**config.mk**
```make
export PLATFORM = sky130hd
export DESIGN_NAME = lcd_access_arbiter
export DESIGN_NICKNAME = d
export VERILOG_FILES = /design/src/rtl/lcd_pkg.sv /design/src/rtl/lcd_access_arbiter_rr_picker.sv /design/src/rtl/lcd_access_arbiter.sv
export SDC_FILE = /design/constraint.sdc
export NUM_CORES = 1
export LEC_CHECK = 0
export ABC_CLOCK_PERIOD_IN_PS = 2700
export BUFFER_PORTS_ARGS = -buffer_cell sky130_fd_sc_hd__buf_4
export CORE_MARGIN = 8
export CORE_UTILIZATION = 45
export DETAILED_ROUTE_END_ITERATION = 8
export GPL_ROUTABILITY_DRIVEN = 0
export GPL_TIMING_DRIVEN = 0
export PLACE_DENSITY = 0.76
export SYNTH_ARGS = -nofsm -noshare
export SYNTH_HDL_FRONTEND = slang
export SYNTH_SLANG_ARGS = --single-unit
```
**constraint.sdc**
```tcl
create_clock -name clk -period 2.7 [get_ports clk]
set_clock_uncertainty 0.1 [all_clocks]
set_input_delay 0 -clock clk [delete_from_list [all_inputs] [get_ports clk]]
set_output_delay 0 -clock clk [all_outputs]
set_load 0.05 [all_outputs]
```
**src/rtl/lcd_pkg.sv**
```systemverilog
// Shared definitions for the LCD transfer engine and its access arbiter:
// engine mode encodings, default count width and the arbiter state encoding.
package lcd_pkg;

    localparam logic LCD_INIT  = 1'b1;
    localparam logic LCD_REF   = 1'b0;

    localparam int   LCD_CNT_W = 2;

    typedef enum logic [1:0] {
        ST_IDLE    = 2'd0,
        ST_ISSUE   = 2'd1,
        ST_WAIT    = 2'd2,
        ST_RELEASE = 2'd3
    } arb_state_e;

endpackage

```
**src/rtl/lcd_access_arbiter_rr_picker.sv**
```systemverilog
// Combinational round-robin picker: scans the request vector starting at the
// pointer index, wrapping around, and returns the first requester one-hot.
module rr_picker #(
    parameter int N     = 3,
    parameter int PTR_W = 2
) (
    input  logic [N-1:0]     req,
    input  logic [PTR_W-1:0] ptr,
    output logic [N-1:0]     win
);

    always_comb begin
        int   idx;
        logic found;
        // NOTE: every variable gets a default before any conditional write so
        // no path leaves it unassigned and no latch is inferred.
        win   = '0;
        found = 1'b0;
        idx   = 0;
        for (int off = 0; off < N; off++) begin
            idx = int'(ptr) + off;
            if (idx >= N) begin
                idx = idx - N;
            end
            if (!found && req[idx]) begin
                win[idx] = 1'b1;
                found    = 1'b1;
            end
        end
    end

endmodule

```
**src/rtl/lcd_access_arbiter.sv**
```systemverilog
// Grants the shared LCD transfer engine to one client at a time, issues a single
// start pulse with that client's descriptor and releases on finish or watchdog.
module lcd_access_arbiter
    import lcd_pkg::*;
#(
    parameter int NUM_REQ     = 3,
    parameter int CNT_W       = LCD_CNT_W,
    parameter int TIMEOUT_CYC = 2000000
) (
    input  logic                     clk,
    input  logic                     rst_n,
    input  logic [NUM_REQ-1:0]       req,
    input  logic [NUM_REQ-1:0]       req_reg_sel,
    input  logic [NUM_REQ-1:0]       req_mode,
    input  logic [NUM_REQ-1:0]       req_db_sel,
    input  logic [NUM_REQ*CNT_W-1:0] req_cnt,
    input  logic                     lcd_finish,
    output logic                     lcd_enable,
    output logic                     lcd_reg_sel,
    output logic                     lcd_mode,
    output logic                     lcd_db_sel,
    output logic [CNT_W-1:0]         lcd_cnt,
    output logic [NUM_REQ-1:0]       gnt,
    output logic [NUM_REQ-1:0]       done,
    output logic                     timeout_err,
    output logic                     busy,
    output logic                     init_done
);

    localparam int                 PTR_W     = $clog2(NUM_REQ);
    localparam int                 WD_W      = $clog2(TIMEOUT_CYC);
    localparam logic [PTR_W-1:0]   PTR_FIRST = PTR_W'(1);
    localparam logic [PTR_W-1:0]   PTR_LAST  = PTR_W'(NUM_REQ - 1);
    localparam logic [WD_W-1:0]    WD_LAST   = WD_W'(TIMEOUT_CYC - 1);

    arb_state_e          state_q, state_d;
    logic [NUM_REQ-1:0]  gnt_q, gnt_d;
    logic [NUM_REQ-1:0]  done_q, done_d;
    logic [PTR_W-1:0]    win_q, win_d;
    logic [PTR_W-1:0]    ptr_q, ptr_d;
    logic [WD_W-1:0]     wd_q, wd_d;
    logic                enable_q, enable_d;
    logic                timeout_q, timeout_d;
    logic                init_done_q, init_done_d;
    logic                reg_sel_q, reg_sel_d;
    logic                mode_q, mode_d;
    logic                db_sel_q, db_sel_d;
    logic [CNT_W-1:0]    cnt_q, cnt_d;

    logic [NUM_REQ-1:0]  rr_win;
    logic [NUM_REQ-1:0]  pick;
    logic [PTR_W-1:0]    pick_idx;

    // Client 0 never takes part in the rotation; it is handled by fixed priority.
    rr_picker #(
        .N     (NUM_REQ),
        .PTR_W (PTR_W)
    ) u_rr_picker (
        .req (req & ~NUM_REQ'(1)),
        .ptr (ptr_q),
        .win (rr_win)
    );

    always_comb begin
        pick = '0;
        if (req[0]) begin
            pick[0] = 1'b1;
        end else if (init_done_q) begin
            pick = rr_win;
        end
    end

    always_comb begin
        pick_idx = '0;
        for (int i = 0; i < NUM_REQ; i++) begin
            if (pick[i]) begin
                pick_idx = PTR_W'(i);
            end
        end
    end

    always_comb begin
        state_d     = state_q;
        gnt_d       = gnt_q;
        done_d      = '0;
        win_d       = win_q;
        ptr_d       = ptr_q;
        wd_d        = wd_q;
        enable_d    = 1'b0;
        timeout_d   = 1'b0;
        init_done_d = init_done_q;
        reg_sel_d   = reg_sel_q;
        mode_d      = mode_q;
        db_sel_d    = db_sel_q;
        cnt_d       = cnt_q;

        unique case (state_q)
            ST_IDLE: begin
                if (|pick) begin
                    gnt_d     = pick;
                    win_d     = pick_idx;
                    reg_sel_d = req_reg_sel[pick_idx];
                    mode_d    = req_mode[pick_idx];
                    db_sel_d  = req_db_sel[pick_idx];
                    cnt_d     = req_cnt[int'(pick_idx)*CNT_W +: CNT_W];
                    state_d   = ST_ISSUE;
                end
            end
            ST_ISSUE: begin
                enable_d = 1'b1;
                wd_d     = '0;
                state_d  = ST_WAIT;
            end
            ST_WAIT: begin
                // A finish arriving on the last watchdog cycle still counts as success.
                if (lcd_finish) begin
                    done_d  = gnt_q;
                    state_d = ST_RELEASE;
                end else if (wd_q == WD_LAST) begin
                    timeout_d = 1'b1;
                    state_d   = ST_RELEASE;
                end else begin
                    wd_d = wd_q + WD_W'(1);
                end
            end
            ST_RELEASE: begin
                gnt_d = '0;
                if (win_q != '0) begin
                    ptr_d = (win_q == PTR_LAST) ? PTR_FIRST : win_q + PTR_W'(1);
                end else if (done_q[0]) begin
                    init_done_d = 1'b1;
                end
                state_d = ST_IDLE;
            end
            default: begin
                state_d = ST_IDLE;
            end
        endcase
    end

    // NOTE: state registers use non-blocking assignments so every flop samples
    // the pre-edge values regardless of statement order.
    always_ff @(posedge clk or negedge rst_n) begin
        if (!rst_n) begin
            state_q     <= ST_IDLE;
            gnt_q       <= '0;
            done_q      <= '0;
            win_q       <= '0;
            ptr_q       <= PTR_FIRST;
            wd_q        <= '0;
            enable_q    <= 1'b0;
            timeout_q   <= 1'b0;
            init_done_q <= 1'b0;
            reg_sel_q   <= 1'b0;
            mode_q      <= 1'b0;
            db_sel_q    <= 1'b0;
            cnt_q       <= '0;
        end else begin
            state_q     <= state_d;
            gnt_q       <= gnt_d;
            done_q      <= done_d;
            win_q       <= win_d;
            ptr_q       <= ptr_d;
            wd_q        <= wd_d;
            enable_q    <= enable_d;
            timeout_q   <= timeout_d;
            init_done_q <= init_done_d;
            reg_sel_q   <= reg_sel_d;
            mode_q      <= mode_d;
            db_sel_q    <= db_sel_d;
            cnt_q       <= cnt_d;
        end
    end

    assign lcd_enable  = enable_q;
    assign lcd_reg_sel = reg_sel_q;
    assign lcd_mode    = mode_q;
    assign lcd_db_sel  = db_sel_q;
    assign lcd_cnt     = cnt_q;
    assign gnt         = gnt_q;
    assign done        = done_q;
    assign timeout_err = timeout_q;
    assign init_done   = init_done_q;
    assign busy        = (state_q != ST_IDLE);

endmodule

```
==> insert_results.sql <==
INSERT INTO impl_metrics (metric_group, metric, value, unit) VALUES
('status', 'result_of_the_run', 'completed', ''),
('routing', 'drcViolationCount', '0', ''),
('sta', 'max_freq', '387.1', 'MHz'),
('sta', 'post-route-period-util', '0.9568', ''),
('global_route', 'grt_overflow_total', '0', ''),
('final_layout', 'layout.cells.most_common', 'sky130_fd_sc_hd__dfrtp_1', ''),
('routing', 'route.detailed.wl_per_inst', '15.54', 'µm'),
('clock_network', 'ctsHtreeMaxLevel', '2', ''),
('sta', 'setup_viol_count_final', '0', ''),
('final_layout', 'area_growth_syn_to_layout', '27.51', '%'),
('routing', 'dr.first_iter.drc_count', '193', ''),
('setup_path', 'timing.critical_path.fanout_max', '8', ''),
('clock_network', 'cts.sink_count', '41', ''),
('setup_path', 'timing.critical_path.cells', 'inv_1, ha_2, nor2b_1, o221a_2, o31ai_4, a31oi_4, o21ai_4, mux2i_1', ''),
('yosys', 'postSynth.topFlopCell', 'sky130_fd_sc_hd__dfrtp_1', ''),
('sta', 'slew-limit-headroom', '0.6218', ''),
('die', 'floorplan.die.width', '89.47', 'µm'),
('placed_design', 'port_buffers', '35', ''),
('final_layout', 'layout.cells.non_filler', '378', ''),
('setup_path', 'crit_path_start_kind', 'flop', ''),
('routing', 'vias', '2092', ''),
('setup_path', 'worst_ep_required_time', '2.82', 'ns'),
('die', 'die_area', '8004', 'µm²'),
('global_route', 'via_count_of_the_first_global_routing_pass', '2157', ''),
('sta', 'finalMaxSlewViolations', '0', ''),
('clock_network', 'root_buffer', 'sky130_fd_sc_hd__clkbuf_8', ''),
('global_route', 'grt_pass1_wl', '10.14', 'mm'),
('yosys', 'ys_async_sr_fraction', '1.000', ''),
('yosys', 'synth_cell_type_count', '50', ''),
('yosys', 'synth.avg_cell_area', '9.599', 'µm²'),
('setup_path', 'cpMaxStageDelayCell', 'sky130_fd_sc_hd__dfstp_2', ''),
('clock_network', 'clk_path_buf_depth', '2', ''),
('hold_path', 'timing.hold.worst.class', 'in -> reg', ''),
('global_route', 'antenna_found_initial', '0', ''),
('die', 'cell_row_count', '26', ''),
('power', 'power_density', '926.8', 'nW/µm²'),
('yosys', 'number_of_nets_produced_by_synthesis', '284', ''),
('final_layout', 'post_route_cells_drive_above_1_share', '0.2143', ''),
('setup_path', 'critical-path-top-delay-family', 'compound AO/OA/AOI/OAI gates', ''),
('yosys', 'synth_enable_flop_cells', '0', ''),
('global_route', 'grt_start_max_net_pins', '42', ''),
('final_layout', 'diodes', '0', ''),
('die', 'die_height', '89.47', 'µm'),
('final_layout', 'seq_area', '1027', 'µm²'),
('setup_path', 'setup.worst_path.end_class', 'flop', ''),
('sta', 'worst-slew-pin-transition', '0.5529', 'ns'),
('placed_design', 'dp_cells', '358', ''),
('yosys', 'post_synth_instance_area', '2429', 'µm²'),
('routing', 'route.detailed.vias_per_inst', '5.534', ''),
('setup_path', 'worstSetupPathType', 'reg -> reg', ''),
('global_route', 'global_route.usage.total', '0.1597', ''),
('yosys', 'number_of_flip_flops_and_latches_in_the_synthesized_netlist', '41', ''),
('setup_path', 'number_of_buffer_and_inverter_instances_along_the_worst_setup_path', '1', ''),
('routing', 'totalWireLength', '5.876', 'mm'),
('sta', 'finalWorstPathRequiredPeriod', '2.583', 'ns'),
('setup_path', 'timing.critical_path.slowest_cell_delay', '0.57', 'ns'),
('run', 'drv_cap', '0', ''),
('power', 'p_leak', '1.368', 'nW'),
('yosys', 'seq_area_frac_synth', '0.4230', ''),
('setup_path', 'arrival', '2.70', 'ns'),
('clock_network', 'number_of_buffers_created_by_cts', '5', ''),
('power', 'ir_worst_vdd', '513.6', 'µV'),
('clock_network', 'worst_skew_pair.late_latency', '0.30', 'ns'),
('final_layout', 'count_of_fill_cells_added_during_filler_insertion', '437', ''),
('yosys', 'ys.warnings.count', '0', ''),
('clock_network', 'cts.reportedPaths.clkPinSlew', '0.07', 'ns'),
('die', 'initial_core_utilization', '0.4695', ''),
('final_layout', 'fin_nets', '338', ''),
('yosys', 'synthCells', '253', ''),
('routing', 'drtAntennaViolNets', '0', ''),
('sta', 'finalHoldViolations', '0', ''),
('placed_design', 'detailedPlacementHpwl', '4.057', 'mm'),
('die', 'core', '5172', 'µm²'),
('die', 'io_pins', '36', ''),
('clock_network', 'cts_tree', 'built', ''),
('routing', 'dr.pass1.iters', '4', ''),
('final_layout', 'multi_input_area', '1361', 'µm²'),
('power', 'fin_total_pwr', '2.870', 'mW'),
('final_layout', 'commonest_cells_after_routing_fill_and_taps_aside', 'sky130_fd_sc_hd__dfrtp_1 (40), sky130_fd_sc_hd__buf_4 (37), sky130_fd_sc_hd__nor2_1 (28), sky130_fd_sc_hd__inv_1 (18)', '');
## path summary, 6_finish.rpt
check | to | startpoint | slack (ns) | cells past startpoint
max | lcd_cnt[1] | ptr_q[0] | 0.12 | 8
min | lcd_mode | req_mode[1] | 0.03 | 4
max reg2reg | lcd_cnt[1] | ptr_q[0] | 0.12 | 8
min reg2reg | ptr_q[0] | win_q[0] | 0.42 | 1
max in group asynchronous | ptr_q[0] | rst_n | 2.01 | 2
min in group asynchronous | wd_q[16] | rst_n | 0.12 | 2
## what timing repair did
action                                 in CTS  in global routing
setup endpoints to repair                   7                 12
endpoints found under the hold margin      49                  0
resized for setup                           7                  6
hold buffers                               12                  0
pin swaps                                   1                  3
setup buffers                               0                  1
## cell usage after synthesis, types with 3 or more instances
library cell | number | area share
sky130_fd_sc_hd__o2bb2ai_1 | 3 | 0.011
sky130_fd_sc_hd__a21oi_1 | 9 | 0.019
sky130_fd_sc_hd__ha_1 | 10 | 0.052
sky130_fd_sc_hd__dfrtp_1 | 40 | 0.41
sky130_fd_sc_hd__nand2_1 | 17 | 0.026
sky130_fd_sc_hd__o21ai_0 | 3 | 0.0062
sky130_fd_sc_hd__inv_1 | 18 | 0.028
sky130_fd_sc_hd__mux2i_1 | 7 | 0.029
sky130_fd_sc_hd__nand4_1 | 6 | 0.015
sky130_fd_sc_hd__nand2b_1 | 5 | 0.013
sky130_fd_sc_hd__and3_1 | 6 | 0.015
sky130_fd_sc_hd__clkbuf_1 | 5 | 0.0077
sky130_fd_sc_hd__nor3_1 | 8 | 0.016
sky130_fd_sc_hd__a211oi_1 | 5 | 0.015
sky130_fd_sc_hd__nand3_1 | 11 | 0.023
sky130_fd_sc_hd__or3_1 | 6 | 0.015
sky130_fd_sc_hd__o221ai_1 | 5 | 0.018
sky130_fd_sc_hd__xnor2_1 | 17 | 0.061
sky130_fd_sc_hd__nor2_1 | 28 | 0.043
sky130_fd_sc_hd__nor2b_1 | 5 | 0.013
## worst min-delay path, delay by kind of cell
kind / cells / cell delay [ns]
buffers and inverters: 1 / 0.07
AOI/OAI and AO/OA: 1 / 0.09
and+or+nand+nor: 1 / 0.09
muxes: 1 / 0.12
## flip-flops by register name, indices dropped and copies added, names as in the netlist, 2 cells and up
signal / count
done: 3
ptr_q: 2
state_q: 2
wd_q: 21
lcd_cnt: 2
win_q: 2
gnt: 3
## metrics by stage
step           cell area [µm²]  setup slack (ns)  setup TNS (ns)    util  hold WS, ns
6_report                  3097            0.1167               0  0.5987      0.02910
5_1_grt                   3097          -0.02898        -0.04009  0.5987      0.07962
4_1_cts                   3057           0.01676               0  0.5910      0.03570
3_5_place_dp              2779          -0.07141         -0.3379  0.5373     -0.09274
3_3_place_gp              2779          -0.07253         -0.3231  0.5373     -0.09706
2_1_floorplan             2429            0.2286               0       -      -0.3956
## power by group
group          internal (mW)  total, mW  leakage [nW]  switching, mW
logic                  0.535       1.49         0.764          0.952
clock network          0.301      0.511        0.0585          0.210
registers              0.751      0.872         0.545          0.121
total                   1.59       2.87          1.37           1.28
## logic make-up after synthesis
| kind of cell | Yosys count | share of synthesized area |
|---|---|---|
| and+or+nand+nor | 107 | 0.2416 |
| AOI/OAI and AO/OA | 44 | 0.1458 |
| xor gates and xnor gates | 17 | 0.06131 |
| adders and majority gates | 10 | 0.05152 |
| muxes | 7 | 0.02885 |
| DFF | 41 | 0.4230 |
| buffers and inverters | 27 | 0.04791 |
## metal layers
metal / global-route usage / routed length [µm]
met3: 0.02022 / 267
met1: 0.2040 / 2633
met2: 0.2721 / 2891
met4: 0.04985 / 84
met5: 0 / 0
## cell type report
cell class | count | share of cell area
plain buffers | 8 | 0.01495
clock buffers | 7 | 0.02788
clock inverters | 1 | 0.009697
inverters | 18 | 0.02182
multi-input cells | 185 | 0.4396
flip-flops and latches | 41 | 0.3317
well taps | 70 | 0.02828
repair buffers | 48 | 0.1261
Power figures use the tool's default switching activity.
